## config.mk

```make
export PLATFORM = sky130hd
export DESIGN_NAME = id_hazard_ctrl
export DESIGN_NICKNAME = d
export VERILOG_FILES = /design/src/rtl/id_hazard_ctrl.sv
export SDC_FILE = /design/constraint.sdc
export NUM_CORES = 1
export LEC_CHECK = 0
export BUFFER_PORTS_ARGS = -buffer_cell sky130_fd_sc_hd__buf_2
export CAP_MARGIN = 20
export CORE_MARGIN = 3
export CORE_UTILIZATION = 30
export CTS_CLUSTER_SIZE = 8
export DETAILED_ROUTE_END_ITERATION = 10
export GPL_TIMING_DRIVEN = 0
export PLACE_DENSITY_LB_ADDON = 0.15
export SYNTH_ARGS = -nofsm -noshare
export SYNTH_HDL_FRONTEND = slang
export SYNTH_SLANG_ARGS = --single-unit
```

## constraint.sdc

```tcl
create_clock -name clk -period 2.7 [get_ports clk]
set_input_delay 0.27 -clock clk [delete_from_list [all_inputs] [get_ports clk]]
set_output_delay 0.27 -clock clk [all_outputs]
set_load 0.01 [all_outputs]
```

## src/rtl/id_hazard_ctrl.sv

```systemverilog
// rtl/id_hazard_ctrl.sv - ID-stage RAW interlock, wrong-path kill and issue strobe
module id_hazard_ctrl #(
    parameter int DEPTH     = 3,
    parameter bit WB_BYPASS = 1'b0
) (
    input  logic             clk,
    input  logic             reset,
    input  logic             id_valid,
    input  logic [4:0]       id_rs1,
    input  logic [4:0]       id_rs2,
    input  logic             id_rs1_used,
    input  logic             id_rs2_used,
    input  logic             id_rf_we,
    input  logic [4:0]       id_dest,
    input  logic             id_br_taken,
    input  logic             pipe_adv,
    output logic             stall_id,
    output logic             issue,
    output logic             kill_id,
    output logic [DEPTH-1:0] sb_busy,
    output logic [31:0]      stall_cnt
);

    logic [DEPTH-1:0] v_q;
    logic [DEPTH-1:0] we_q;
    logic [4:0]       dest_q [DEPTH];
    logic             kill_q;
    logic [31:0]      stall_cnt_q;
    logic [31:0]      stall_cnt_d;
    logic             kill_d;
    logic             hit;

    // The WB slot is skipped when the register file writes through to readers.
    always_comb begin
        hit = 1'b0;
        for (int i = 0; i < DEPTH; i++) begin
            if (v_q[i] && we_q[i] && (dest_q[i] != 5'd0) &&
                ((id_rs1_used && (id_rs1 == dest_q[i])) ||
                 (id_rs2_used && (id_rs2 == dest_q[i]))) &&
                !(WB_BYPASS && (i == DEPTH - 1))) begin
                hit = 1'b1;
            end
        end
    end

    assign kill_id   = kill_q & id_valid;
    assign stall_id  = id_valid & ~kill_id & hit;
    assign issue     = id_valid & ~kill_id & ~stall_id & pipe_adv;
    assign sb_busy   = v_q;
    assign stall_cnt = stall_cnt_q;

    always_comb begin
        kill_d = kill_q;
        if (kill_id) begin
            kill_d = 1'b0;
        end
        if (issue && id_br_taken) begin
            kill_d = 1'b1;
        end
    end

    always_comb begin
        stall_cnt_d = stall_cnt_q;
        if (stall_id && (stall_cnt_q != 32'hFFFF_FFFF)) begin
            stall_cnt_d = stall_cnt_q + 32'd1;
        end
    end

    always_ff @(posedge clk or posedge reset) begin
        if (reset) begin
            v_q         <= '0;
            we_q        <= '0;
            for (int k = 0; k < DEPTH; k++) begin
                dest_q[k] <= 5'd0;
            end
            kill_q      <= 1'b0;
            stall_cnt_q <= 32'd0;
        end else begin
            kill_q      <= kill_d;
            stall_cnt_q <= stall_cnt_d;
            if (pipe_adv) begin
                for (int k = 1; k < DEPTH; k++) begin
                    v_q[k]    <= v_q[k-1];
                    we_q[k]   <= we_q[k-1];
                    dest_q[k] <= dest_q[k-1];
                end
                v_q[0]    <= issue;
                we_q[0]   <= id_rf_we & issue;
                dest_q[0] <= id_dest;
            end
        end
    end

endmodule

```

==> results.sh <==
export IMPL_status="finished, final reports clean"
export IMPL_hold_path_class="input port to register"
export IMPL_yosysWarningCount=0
export IMPL_yosys_top_cells_count="54 x dfrtp_1, 30 x xnor2_1, 30 x xor2_1"
export IMPL_p_seq_share_pct=53.6
export IMPL_port_buffers=60
export IMPL_layout_nets=370
export IMPL_synth_nets=295
export IMPL_synth_edf_count=0
export IMPL_rsz0062_at_grt="true"
export IMPL_wl_per_cell_um=15.5
export IMPL_cts_sinks=54
export IMPL_grt_pass1_vias=2288
export IMPL_comb_power_share_pct=15.3
export IMPL_switching_power_uw=461
export IMPL_period_share_pct=98.1
export IMPL_max_slew_worst_pin_slew_ns=0.606
export IMPL_synth_area_leaders="dfrtp_1 47%, xnor2_1 9.1%, xor2_1 9.1%, mux2_2 7.8%, nand4_1 3.2%"
export IMPL_antenna_left=0
export IMPL_antenna_cells=0
export IMPL_slew_headroom_pct=59.6
export IMPL_drv_cap=0
export IMPL_start_kind="register"
export IMPL_synth_ff_type="dfrtp_1"
export IMPL_start_util_pct=31.1
export IMPL_clock_latency_ns=0.31
export IMPL_chipHeight_um=104
export IMPL_design_core_area_mm2=0.00928
export IMPL_multi_input_area_mm2=0.00149
export IMPL_fin_crit_ns=2.65
export IMPL_synth_seq_area_share_pct=46.8
export IMPL_firstDrtPassIters=4
export IMPL_ys_ff_latch=54
export IMPL_dp_slack_ns=-0.342
export IMPL_fin_ws_ns=0.0516
export IMPL_vias_per_cell=4.86
export IMPL_cp_data_required_time_ns=2.43
export IMPL_synthArstFlopShare_pct=100
export IMPL_gp_congestion=0.810
export IMPL_p_sw_share_pct=26.3
export IMPL_die_w_um=104
export IMPL_cts_tree="built"
export IMPL_grt_start_max_net_pins=39
export IMPL_leakagePower_nw=1.69
export IMPL_yosysTopAreaCell="dfrtp_1"
export IMPL_synth_top_area_share_pct=46.8
export IMPL_cp_arrival_ns=2.38
export IMPL_fin_skew_ns=0.0121
export IMPL_worst_setup_path_end_kind="output pin"
export IMPL_drc=0
export IMPL_seqCellArea_mm2=0.00136
export IMPL_setup_viol=0
export IMPL_path_clk_slew_ns=0.09
export IMPL_hold_slack_ns=0.181
export IMPL_dieArea_mm2=0.0108
export IMPL_max_freq_mhz=378
export IMPL_ios=61
export IMPL_yosysMostFrequentCell="dfrtp_1"
export IMPL_syn_to_final_growth_pct=23.0
export IMPL_worst_ir_drop_vdd_mv=0.199
export IMPL_p_per_area_mw_per_mm2=493
export IMPL_worstSetupPathType="register to output pin"
export IMPL_vias=2311
export IMPL_grt_pass1_wl_um=12300
export IMPL_grtUsageMet2_pct=21.1
export IMPL_drive_gt1_share_pct=31.7
export IMPL_syn_area_mm2=0.00289
export IMPL_htreeDepth=2
export IMPL_clk_path_buf_depth=2
export IMPL_hold_violations=0
export IMPL_gr_max_usage_layer="met2"
export IMPL_internal_power_mw=1.29
export IMPL_cts_root_buf="clkbuf_8"
export IMPL_worstPathMaxFanout=10
export IMPL_grt_usage_pct=13.9
export IMPL_fillers=963
export IMPL_synthCells=271
export IMPL_overflow=0
export IMPL_dpl_hpwl_um=5530
export IMPL_syn_avg_cell_area_um2=10.7
export IMPL_slew_violations=0
export IMPL_rows=35
export IMPL_synth_distinct_cells=36
export IMPL_cts_buffers=5
export IMPL_dr_first_iter_drc_count=73
export IMPL_globalRouteMet3Util_pct=2.67
export IMPL_antenna_found_initial=0
export IMPL_p_clk_share_pct=31.2
export IMPL_wl_um=7390
export IMPL_gr_usage_met1_pct=20.4
per-layer routing:
layer	vias up	part of all wire, %
li1	1114	-
met5	-	0
met1	1131	50
met3	8	3.6
met2	58	45
met4	0	1.2
cell usage in the layout, fill, tap and decap left out, types with 2 or more instances in the layout:
cell / synthesis / routed
and2_1: 3 / 3
and3_1: 4 / 4
and4_1: 2 / 2
buf_1: 2 / 2
buf_2: 5 / 64
buf_4: 0 / 6
clkbuf_1: 1 / 2
clkbuf_8: 0 / 5
dfrtp_1: 54 / 49
dfrtp_2: 0 / 5
inv_1: 3 / 2
mux2_2: 20 / 20
nand2_1: 22 / 21
nand3_1: 14 / 14
nand4_1: 15 / 15
nand4b_1: 2 / 2
nor2_1: 15 / 15
nor3_1: 14 / 14
nor3b_1: 3 / 3
nor4_1: 6 / 6
o22ai_1: 4 / 4
o311a_1: 3 / 3
or3_1: 4 / 4
or4_1: 2 / 2
xnor2_1: 30 / 30
xor2_1: 30 / 30
registers in the layout (all words and copies together), names as in the netlist:
register   flops
sb_busy        3
stall_cnt     32
we_q           3
dest_q        15
kill_q         1
power groups by stage:
| stage | combinational [mW] | clock [mW] | sequential [mW] |
|---|---|---|---|
| 5_1_grt | 0.298 | 0.590 | 0.948 |
| 3_5_place_dp | 0.245 | 0 | 0.960 |
| 3_3_place_gp | 0.236 | 0 | 0.960 |
| 4_1_cts | 0.258 | 0.562 | 0.942 |
| 2_1_floorplan | 0.169 | 0 | 0.935 |
| 6_report | 0.267 | 0.545 | 0.937 |
cell type report:
cell class                 count  area share (%)
buffer                         8            1.34
clock buffer                   7            2.15
clock inverter                 1           0.846
inverter                       3           0.317
multi-input combinational    206            42.0
sequential                    54            38.2
tap                          129            4.55
timing repair buffer          68            10.6
timing repair:
action / in CTS / in global routing
setup endpoints to repair: 17 / 11
endpoints found under the hold margin: 16 / 0
gates resized for setup: 6 / 5
hold buffers: 1 / 0
pin swaps: 1 / 1
setup buffers: 4 / 2
worst max-delay path: stages (launching register included):
cell and delay, ns:
dfrtp_2 0.41, or3_1 0.38, o311a_1 0.31, a222oi_1 0.31
buf_4 0.19, buf_8 0.14, nand2_2 0.09, nor2_1 0.11
buf_2 0.14
per-stage QoR:
stage	setup TNS [ns]	instance area [um2]	utilization (%)	instances	power (mW)
6_report	0	3550	38.2	476	1.75
5_1_grt	-0.112	3550	38.2	476	1.84
4_1_cts	0	3530	38.0	474	1.76
2_1_floorplan	0	2890	-	271	1.10
3_5_place_dp	-2.69	3370	36.3	461	1.21
3_3_place_gp	-2.40	3350	36.1	460	1.20
path summary, 6_finish.rpt:
check / from / to / slack, ns / cells after the start
min reg2reg: stall_cnt[27] / stall_cnt[27] / 0.50 / 1
max reg2reg: stall_cnt[2] / stall_cnt[4] / 0.15 / 8
max: dest_q[10] / issue / 0.05 / 8
max in group asynchronous: reset / dest_q[12] / 1.68 / 4
min in group asynchronous: reset / stall_cnt[8] / 0.47 / 3
min: id_valid / kill_q / 0.18 / 2
kinds of logic after synthesis:
| kind of cell | count (synthesis) | synth area share (%) |
|---|---|---|
| compound gates | 14 | 4.51 |
| xor+xnor | 60 | 18.2 |
| fa+ha+maj | 1 | 0.433 |
| buf+inv | 11 | 1.65 |
| flops | 54 | 46.8 |
| mux | 21 | 8.19 |
| simple gates | 110 | 20.2 |
No activity file was read; power rests on OpenSTA's default activity.
